File: src/rtl/word_store_serializer_pkg.sv
// -----------------------------------------------------------------------------
// word_store_serializer_pkg
//
// Purpose:
//    Shared definitions for the store-path narrowing unit. The unit takes a
//    24-bit register value and writes it to a byte-wide data memory, either as
//    three little-endian bytes (word store) or as one byte (byte store).
//
// Contents:
//    BYTE_W      width of one memory byte lane
//    WORD_BYTES  number of bytes in a full datapath word
//    WORD_W      width of the datapath word
//    state_t     serializer FSM states (IDLE, then one state per byte lane)
//    selectByte  picks byte lane 0..2 out of a datapath word
// -----------------------------------------------------------------------------
package word_store_serializer_pkg;

    localparam int BYTE_W     = 8;
    localparam int WORD_BYTES = 3;
    localparam int WORD_W     = BYTE_W * WORD_BYTES;

    // One state per byte lane written; IDLE is the only state that accepts
    // a new request.
    typedef enum logic [1:0] {
        IDLE = 2'd0,
        B0   = 2'd1,
        B1   = 2'd2,
        B2   = 2'd3
    } state_t;

    // Byte lane selection is written as an explicit case so that the lane
    // index never needs to be widened for a multiply-by-eight part select.
    // Lane 3 does not exist in a 24-bit word and yields zero.
    function automatic logic [BYTE_W-1:0] selectByte(
        input logic [WORD_W-1:0] value,
        input logic [1:0]        lane
    );
        logic [BYTE_W-1:0] result;
        result = '0;
        case (lane)
            2'd0:    result = value[BYTE_W-1:0];
            2'd1:    result = value[2*BYTE_W-1:BYTE_W];
            2'd2:    result = value[3*BYTE_W-1:2*BYTE_W];
            default: result = '0;
        endcase
        return result;
    endfunction

endpackage

File: src/rtl/word_store_serializer_byte_fit_check.sv
// -----------------------------------------------------------------------------
// byte_fit_check
//
// Purpose:
//    Combinational test of whether a 24-bit value survives being narrowed to
//    its low byte, i.e. whether sign-extending data[7:0] reproduces the whole
//    value. A byte store of a value that does not fit is still performed, but
//    the caller reports it as a truncation.
//
// Ports:
//    i_data  in   WORD_W  value to be narrowed
//    o_fits  out  1       1 when i_data[23:8] are all copies of i_data[7]
// -----------------------------------------------------------------------------
module byte_fit_check
    import word_store_serializer_pkg::*;
(
    input  logic [WORD_W-1:0] i_data,
    output logic              o_fits
);

    // The value fits when every bit above the low byte equals the low byte's
    // sign bit, which is exactly the image of sign extension.
    assign o_fits = (i_data[WORD_W-1:BYTE_W] == {(WORD_W-BYTE_W){i_data[BYTE_W-1]}});

endmodule

File: src/rtl/word_store_serializer.sv
// -----------------------------------------------------------------------------
// word_store_serializer
//
// Purpose:
//    Store-path narrowing unit between the execute-stage store path and the
//    8-bit data-memory write port. A word store is written as three
//    little-endian bytes at base, base+1, base+2 (addresses wrap modulo
//    2^ADDR_W). A byte store writes data[7:0] once and flags a truncation when
//    the value is not the sign extension of its low byte.
//
// Parameters:
//    ADDR_W     byte-address width of the data memory
//
// Ports:
//    clk        in   1       rising-edge clock
//    rst        in   1       synchronous active-high reset
//    req_valid  in   1       store request present
//    req_ready  out  1       high only while IDLE
//    req_addr   in   ADDR_W  base byte address
//    req_data   in   WORD_W  register value to store
//    req_word   in   1       1 = three-byte word store, 0 = single-byte store
//    mem_we     out  1       byte write strobe
//    mem_addr   out  ADDR_W  byte address of the current write
//    mem_wdata  out  BYTE_W  byte being written
//    mem_ready  in   1       memory takes the write when mem_we && mem_ready
//    done       out  1       one-cycle pulse once the request is fully written
//    trunc_err  out  1       pulses with done for a byte store that truncated
// -----------------------------------------------------------------------------
module word_store_serializer
    import word_store_serializer_pkg::*;
#(
    parameter int ADDR_W = 24
) (
    input  logic              clk,
    input  logic              rst,
    input  logic              req_valid,
    output logic              req_ready,
    input  logic [ADDR_W-1:0] req_addr,
    input  logic [WORD_W-1:0] req_data,
    input  logic              req_word,
    output logic              mem_we,
    output logic [ADDR_W-1:0] mem_addr,
    output logic [BYTE_W-1:0] mem_wdata,
    input  logic              mem_ready,
    output logic              done,
    output logic              trunc_err
);

    state_t              r_state;
    logic [WORD_W-1:0]   r_data;
    logic                r_word;
    logic                r_trunc;
    logic                r_memWe;
    logic [ADDR_W-1:0]   r_memAddr;
    logic [BYTE_W-1:0]   r_memWdata;
    logic                r_done;
    logic                r_truncErr;

    state_t              w_nextState;
    logic                w_fits;
    logic                w_accept;
    logic                w_advance;
    logic                w_lastByte;
    logic [1:0]          w_nextLane;
    logic [ADDR_W-1:0]   w_nextAddr;

    // The fit check looks at the incoming request so that the truncation
    // verdict can be captured in the same cycle as the data itself.
    byte_fit_check u_byteFitCheck (
        .i_data (req_data),
        .o_fits (w_fits)
    );

    // req_ready is the only combinational output: it simply reflects IDLE,
    // which lets a new request be taken in the same cycle that done pulses.
    assign req_ready  = (r_state == IDLE);
    assign w_accept   = req_valid && req_ready;
    assign w_advance  = r_memWe && mem_ready;
    assign w_nextAddr = r_memAddr + ADDR_W'(1);

    assign mem_we     = r_memWe;
    assign mem_addr   = r_memAddr;
    assign mem_wdata  = r_memWdata;
    assign done       = r_done;
    assign trunc_err  = r_truncErr;

    // The final byte is lane 0 for a byte store and lane 2 for a word store;
    // accepting it is what returns the machine to IDLE.
    always_comb begin
        w_lastByte = 1'b0;
        case (r_state)
            B0:      w_lastByte = !r_word;
            B2:      w_lastByte = 1'b1;
            default: w_lastByte = 1'b0;
        endcase
    end

    // Lane to present after the current one is accepted. Only B0 and B1 ever
    // move on to another lane; every other state leaves this unused.
    always_comb begin
        w_nextLane = 2'd0;
        case (r_state)
            B0:      w_nextLane = 2'd1;
            B1:      w_nextLane = 2'd2;
            default: w_nextLane = 2'd0;
        endcase
    end

    // Next-state selection. A byte lane state only moves when the memory has
    // actually taken the write, so a stalled memory freezes the machine for as
    // long as it likes.
    always_comb begin
        w_nextState = r_state;
        case (r_state)
            IDLE: begin
                if (w_accept) begin
                    w_nextState = B0;
                end
            end
            B0: begin
                if (w_advance) begin
                    w_nextState = r_word ? B1 : IDLE;
                end
            end
            B1: begin
                if (w_advance) begin
                    w_nextState = B2;
                end
            end
            B2: begin
                if (w_advance) begin
                    w_nextState = IDLE;
                end
            end
            default: begin
                w_nextState = IDLE;
            end
        endcase
    end

    // State and registered outputs. On acceptance the first write is set up
    // straight away, so lane 0 is on the memory port in the first B0 cycle.
    // The address register doubles as the running base+k pointer: each
    // accepted non-final byte bumps it by one, which wraps naturally at the
    // top of the address space. done and trunc_err default low every cycle
    // and are raised only on the edge that retires the last byte, which makes
    // them single-cycle pulses in the first IDLE cycle. Reset drops any
    // request in flight, including a pending done.
    always_ff @(posedge clk) begin
        if (rst) begin
            r_state    <= IDLE;
            r_data     <= '0;
            r_word     <= 1'b0;
            r_trunc    <= 1'b0;
            r_memWe    <= 1'b0;
            r_memAddr  <= '0;
            r_memWdata <= '0;
            r_done     <= 1'b0;
            r_truncErr <= 1'b0;
        end else begin
            r_state    <= w_nextState;
            r_done     <= 1'b0;
            r_truncErr <= 1'b0;
            if (r_state == IDLE) begin
                if (w_accept) begin
                    r_data     <= req_data;
                    r_word     <= req_word;
                    r_trunc    <= !req_word && !w_fits;
                    r_memWe    <= 1'b1;
                    r_memAddr  <= req_addr;
                    r_memWdata <= req_data[BYTE_W-1:0];
                end
            end else if (w_advance) begin
                if (w_lastByte) begin
                    r_memWe    <= 1'b0;
                    r_done     <= 1'b1;
                    r_truncErr <= r_trunc;
                end else begin
                    r_memAddr  <= w_nextAddr;
                    r_memWdata <= selectByte(r_data, w_nextLane);
                end
            end
        end
    end

endmodule

File: config.mk
export PLATFORM = sky130hd
export DESIGN_NAME = word_store_serializer
export DESIGN_NICKNAME = d
export VERILOG_FILES = /design/src/rtl/word_store_serializer_pkg.sv /design/src/rtl/word_store_serializer_byte_fit_check.sv /design/src/rtl/word_store_serializer.sv
export SDC_FILE = /design/constraint.sdc
export NUM_CORES = 1
export LEC_CHECK = 0
export BUFFER_PORTS_ARGS = -buffer_cell sky130_fd_sc_hd__buf_2
export CAP_MARGIN = 20
export CORE_MARGIN = 5
export CORE_UTILIZATION = 57
export DETAILED_ROUTE_END_ITERATION = 8
export GPL_TIMING_DRIVEN = 0
export PLACE_DENSITY = 0.83
export SLEW_MARGIN = 20
export SYNTH_ARGS = -nofsm -noshare
export SYNTH_HDL_FRONTEND = slang
export SYNTH_SLANG_ARGS = --single-unit
export TNS_END_PERCENT = 50
File: constraint.sdc
create_clock -name clk -period 3.35 [get_ports clk]
set_input_delay 0.335 -clock clk [delete_from_list [all_inputs] [get_ports clk]]
set_output_delay 0.335 -clock clk [all_outputs]
set_load 0.01 [all_outputs]
# After elaboration in Yosys (flattened, before gate mapping)
# Index checks and enable logic that the tools add are counted.
[totals] output_inout_bits=36 word_cells=61 inputBits=53 ff_bits=63
[op_classes] n_bitwise=2 add_sub_neg=1 n_reduce_logical=16 mux=22 eq_ne=11
[op_table] operator="24-bit two-way mux" n=4
[op_table] operator="8-bit two-way mux" n=4
[op_table] operator="24-bit by 1-bit adder with 24-bit output (second input constant)" n=1
[op_table] operator="8-bit case mux with 3 select lines" n=1
[op_table] operator="16-bit equality test" n=1
[op_table] operator="2-bit two-way mux" n=5
[op_table] operator="2-bit != test (second input constant)" n=4
[op_table] operator="2-bit case mux with 4 select lines" n=1
[op_table] operator="2-bit equality test (second input constant)" n=3
[op_table] operator="3-bit AND reduction" n=2
[op_table] operator="1-bit two-way mux" n=5
[op_table] operator="2-bit by 1-bit equality test with 1-bit output (second input constant)" n=2
[op_table] operator="2-bit logical NOT" n=2
[op_table] operator="2-bit case mux with 2 select lines" n=1
[op_table] operator="4-bit AND reduction" n=1
[op_table] operator="2-bit nonzero test" n=2
[op_table] operator="4-bit OR reduction" n=1
[op_table] operator="1-bit logical AND" n=3
[op_table] operator="1-bit logical NOT" n=3
[op_table] operator="3-bit OR reduction" n=1
[op_table] operator="2-bit by 1-bit != test with 1-bit output (second input constant)" n=1
[op_table] operator="1-bit inverter" n=2
[op_table] operator="1-bit case mux with 2 select lines" n=1
[op_table] operator="2-bit AND reduction" n=1

# Longest topological paths before layout
[depth] depth_word=7 mapped_depth=9 depth_no_buf=7

# Modules after synthesis
# From an unflattened synthesis, not the netlist that was laid out.
[hier_totals] hier_cells=430 hier_area_um2=3268.1
[modules_own_cells] mod="word_store_serializer" area_per_inst_um2=3179.3 instances=1 cells_each=415
[modules_own_cells] mod="byte_fit_check" area_per_inst_um2=88.8 instances=1 cells_each=15

# Worst setup path after synthesis
# OpenSTA, ideal clock, no wires.
[synth_path] path_type="reg2reg" from="reg r_state[0]" to="reg r_memAddr[6], in the netlist mem_addr[6]" t_arrival_ns=1.984 setup_time_ns=0.132 n_path_buf=2 path_slack_ns=1.233 path_stages_with_launch=10 required_ns=3.218 path_cell_list="dfxtp_1 -> inv_1 -> ha_1 -> nand3b_4 -> or3_1 -> buf_6 -> buf_2 -> o21a_1 -> o21ai_0 -> a21oi_1"
[synth_via] elab_chain_len=4 elab_cells_between_ends=10 classes_between="4 x eq/ne; 2 x mux; 4 x reduce/logical"
[synth_rtl] item="from (decl)" line_no="word_store_serializer.sv:49" rtl="state_t r_state;"
[synth_rtl] item="from (signal assigned)" line_no="word_store_serializer.sv:161" rtl="r_state <= w_nextState;"
[synth_rtl] item="2-bit logical NOT *" line_no="word_store_serializer.sv:76" rtl="assign req_ready = (r_state == IDLE);"
[synth_rtl] item="via req_ready" line_no="word_store_serializer.sv:37" rtl="output logic req_ready,"
[synth_rtl] item="1-bit logical AND" line_no="word_store_serializer.sv:77" rtl="assign w_accept = req_valid && req_ready;"
[synth_rtl] item="2-bit by 1-bit != test with 1-bit output (no source line)"
[synth_rtl] item="3-bit AND reduction (no source line)"
[synth_rtl] item="to (signal assigned)" line_no="word_store_serializer.sv:170" rtl="r_memAddr <= req_addr;"
[synth_rtl] item="to (signal assigned)" line_no="word_store_serializer.sv:179" rtl="r_memAddr <= w_nextAddr;"
[synth_rtl] item="to (decl)" line_no="word_store_serializer.sv:54" rtl="logic [ADDR_W-1:0] r_memAddr;"
# Mark *: on every way through the listed nets, which the timed path passes. The rest lies on a longest branch.
# A chain may end at the register's enable or synchronous reset.

# Final worst setup path
[layout_path] from="reg r_state[0]" to="reg r_memWdata[6], in the netlist mem_wdata[6]"
[layout_via] elab_chain_len=7 elab_cells_between_ends=18 classes_between="7 x eq/ne; 6 x mux; 5 x reduce/logical"
[layout_rtl] item="2-bit equality test or 2-bit by 1-bit equality test with 1-bit output (tied branches)" line_no="word_store_serializer.sv:102, word_store_serializer.sv:91"
[layout_rtl] item="2-bit case mux with 2 select lines" line_no="word_store_serializer.sv:102" rtl="case (r_state)"
[layout_rtl] item="2-bit equality test (tied with other cells)" line_no="word_store_serializer_pkg.sv:40" rtl="case (lane)"
[layout_rtl] item="8-bit case mux with 3 select lines" line_no="word_store_serializer_pkg.sv:40"
[layout_rtl] item="8-bit two-way mux" line_no="word_store_serializer.sv:174" rtl="if (w_lastByte) begin"
[layout_rtl] item="8-bit two-way mux" line_no="word_store_serializer.sv:173" rtl="end else if (w_advance) begin"
[layout_rtl] item="8-bit two-way mux" line_no="word_store_serializer.sv:164" rtl="if (r_state == IDLE) begin"
[layout_rtl] item="to (signal assigned)" line_no="word_store_serializer.sv:171" rtl="r_memWdata <= req_data[BYTE_W-1:0];"
[layout_rtl] item="to (signal assigned)" line_no="word_store_serializer.sv:180" rtl="r_memWdata <= selectByte(r_data, w_nextLane);"
[layout_rtl] item="to (decl)" line_no="word_store_serializer.sv:55" rtl="logic [BYTE_W-1:0] r_memWdata;"
# Several ways; a longest one is shown, not always the timed one. The select of a mux whose other input is x is not followed.

==> results.toml <==
[run_status]
status = "finished with violations"
violations = "design-rule violations"

[worst_hold_path]
hp-start = "req_data[4]"
hp-class = "primary input to flip-flop"

[sta]
skew_ns = 0.00920
setup_viol = 0
relSlewSlack = 0.449
final.setup.tns_ns = 0
drv_slew = 0
rsz0062_at_grt = "no"
tightestPinTransition_ns = 0.819
min_period_over_period = 0.783
final_hold_viol_count = 0
fmax_mhz = 381
post-route-min-period_ns = 2.62

[global_routing]
grt_pass1_vias = 3515
track_usage = 0.279
grt_overflow = 0
antenna_found_initial = 0
grt_max_degree = 13
met2_usage = 0.454
grt_pass1_wl_mm = 16.7
grt_use_met1 = 0.353
top_usage_layer = "met2"
use_met3 = 0.0501

[clocking]
cts_setup_buffers = 0
htree_levels = 3
clock-root-buffer = "clkbuf_8"
clock-sinks = 63
clockBufferDepth = 2
cts_inserted_buffers = 9
clk_pin_slew_worst_paths_ns = 0.08
cts.hold.buffers_added = 0
cts_resized = 0
cts_tree = "yes"
clock_latency_ns = 0.34

[yosys]
synth_cells = 424
seq_area_frac_synth = 0.373
synth_fp_nets = 484
ys_types = 49
synth_top_area_frac = 0.373
synth_area_sq_um = 3390
synth-seq-cells = 63
yosysTopAreaCell = "dfxtp_1"
yosysWarnings = 0
yosys-top-cells-area = "dfxtp_1 37%, nand2_1 9.2%, a21oi_1 6.1%"
syn_avg_cell_area_sq_um = 7.99

[cells_and_area]
diodes = 0
nNetsFinal = 582
drive_gt1_frac = 0.230
final_cell_mix = "91 x buf_2, 83 x nand2_1, 63 x dfxtp_1, 41 x a21oi_1, 30 x nor2_1"
layout_commonest_cell = "buf_2"
areaGrowthSynthToFinish_pct = 22.3
fin_util = 0.708

[power_and_ir_drop]
power_mw = 2.27
ir_drop_mv = 0.391
power_density_nw_per_um2 = 548
leakage_nw = 1.76

[critical_path]
crit_type = "flip-flop to flip-flop"
crit_path_end_kind = "flip-flop"
cp.arrival_ns = 2.83
reg2reg_from = "r_state[0]$_SDFFE_PP0P_"
worst_setup_path_start_kind = "flip-flop"
startpoint = "r_state[0]$_SDFFE_PP0P_"
crit_fanout = 10
cpPeakStageDelay_ns = 0.68
cp_slowest_cell = "o31ai_1"
required_ns = 3.56
path_cells = "inv_1 > ha_1 > nand3b_4 > o31ai_1 > buf_2 > o211ai_1 > o21ai_0 > nor2_1"

[route]
drt-wirelength-per-cell_um = 17.5
vias = 3774
routed_wl_mm = 10.5
drtPass1Iterations = 9
drt_iter0_markers = 384
drc = 1
ant_nets = 0
vias_per_cell = 6.27

[floorplanning]
core_area_sq_um = 5850
die_area_sq_um = 7580
fp-row-count = 28
die_w_um = 87.1
pin_count = 89
die_h_um = 87.1
start_util = 0.579

[placement]
gp_congestion = 1.00
dp.final_hpwl_mm = 7.68
io_buffer_count = 87

[flow_run]
drv_cap = 0
-- path summary, 6_finish.rpt --
check / endpoint / slack, ns / cells after the start
setup / recovery: mem_wdata[6]$_SDFFE_PP0P_ / 0.73 / 8
hold reg to reg: r_data[7]$_SDFFE_PP0P_ / 0.46 / 2
hold / removal: r_data[4]$_SDFFE_PP0P_ / 0.24 / 3
setup reg to reg: mem_wdata[6]$_SDFFE_PP0P_ / 0.73 / 8
-- state kept, by name (all words and copies together), names as in the netlist, named ones only --
| name | flops |
|---|---|
| mem_addr | 24 |
| r_data | 24 |
| trunc_err | 1 |
| done | 1 |
| r_trunc | 1 |
| r_word | 1 |
| mem_we | 1 |
| r_state | 1 |
| mem_wdata | 8 |
-- through the flow --
stage          worst slack [ns]  cell area (sq um)  hold slack, ns  std cells
6_report                  0.726               4140           0.240        602
5_1_grt                   0.582               4140           0.249        602
4_1_cts                   0.749               4140           0.234        602
3_5_place_dp              0.792               3920           0.443        586
3_3_place_gp              0.867               3920           0.441        586
2_1_floorplan              1.23               3390           0.430        424
-- worst max-delay path: cells and delay by family, from the launching register on --
kind	cells	cell delay, ns
AOI/OAI and AO/OA	3	0.91
adders and majority gates	1	0.29
buffers and inverters	2	0.50
DFF	1	0.53
and+or+nand+nor	2	0.26
-- routing by layer --
| layer | up-vias | share of wire | wire length (um) |
|---|---|---|---|
| met1 | 1738 | 0.40 | 4190 |
| li1 | 1773 | - | - |
| met2 | 220 | 0.47 | 4990 |
| met3 | 43 | 0.088 | 928 |
| met5 | - | 0 | 0 |
| met4 | 0 | 0.039 | 413 |
-- logic make-up after synthesis --
group | after synthesis | synth area share
flops | 63 | 0.373
simple gates | 185 | 0.288
fa+ha+maj | 7 | 0.0259
buf+inv | 34 | 0.0440
compound gates | 125 | 0.241
mux | 10 | 0.0296
-- cell usage after synthesis (all sizes together) --
cell and n:
dfxtp 63, nor2b 1, a2111oi 1, or2 3, inv 5, or4 3, o21ai 18, clkbuf 20
o211ai 10, a222oi 8, o311ai 1, o31ai 4, nor3 8, nand3 12, mux2i 10, a21o 3
nor4 12, o22ai 5, o21bai 2, nor2 30, a31oi 5, a311oi 2, and4 4, nand3b 2
o21a 4, o31a 1, nand2 83, or3 5, and3 5, a2bb2oi 5, ha 7, a22oi 6
o41ai 1, a211o 1, buf 9, nand4 12, a211oi 6, a21oi 41, a41oi 1, and2 4
nand2b 1
-- where the power goes --
group	switching [mW]	internal [mW]	total, mW
logic	0.368	0.221	0.589
clock network	0.326	0.420	0.746
registers	0.0983	0.835	0.933
-- area by class of cell --
| class | count | area [sq um] |
|---|---|---|
| fillers | 483 | 1710 |
| inverters | 5 | 18.8 |
| well taps | 75 | 93.8 |
| repair buffers | 87 | 435 |
| multi-input cells | 327 | 1980 |
| plain buffers | 29 | 130 |
| flip-flops and latches | 63 | 1260 |
| clock buffers | 9 | 124 |
| clock inverters | 7 | 96.3 |
Power figures use the tool's default switching activity.
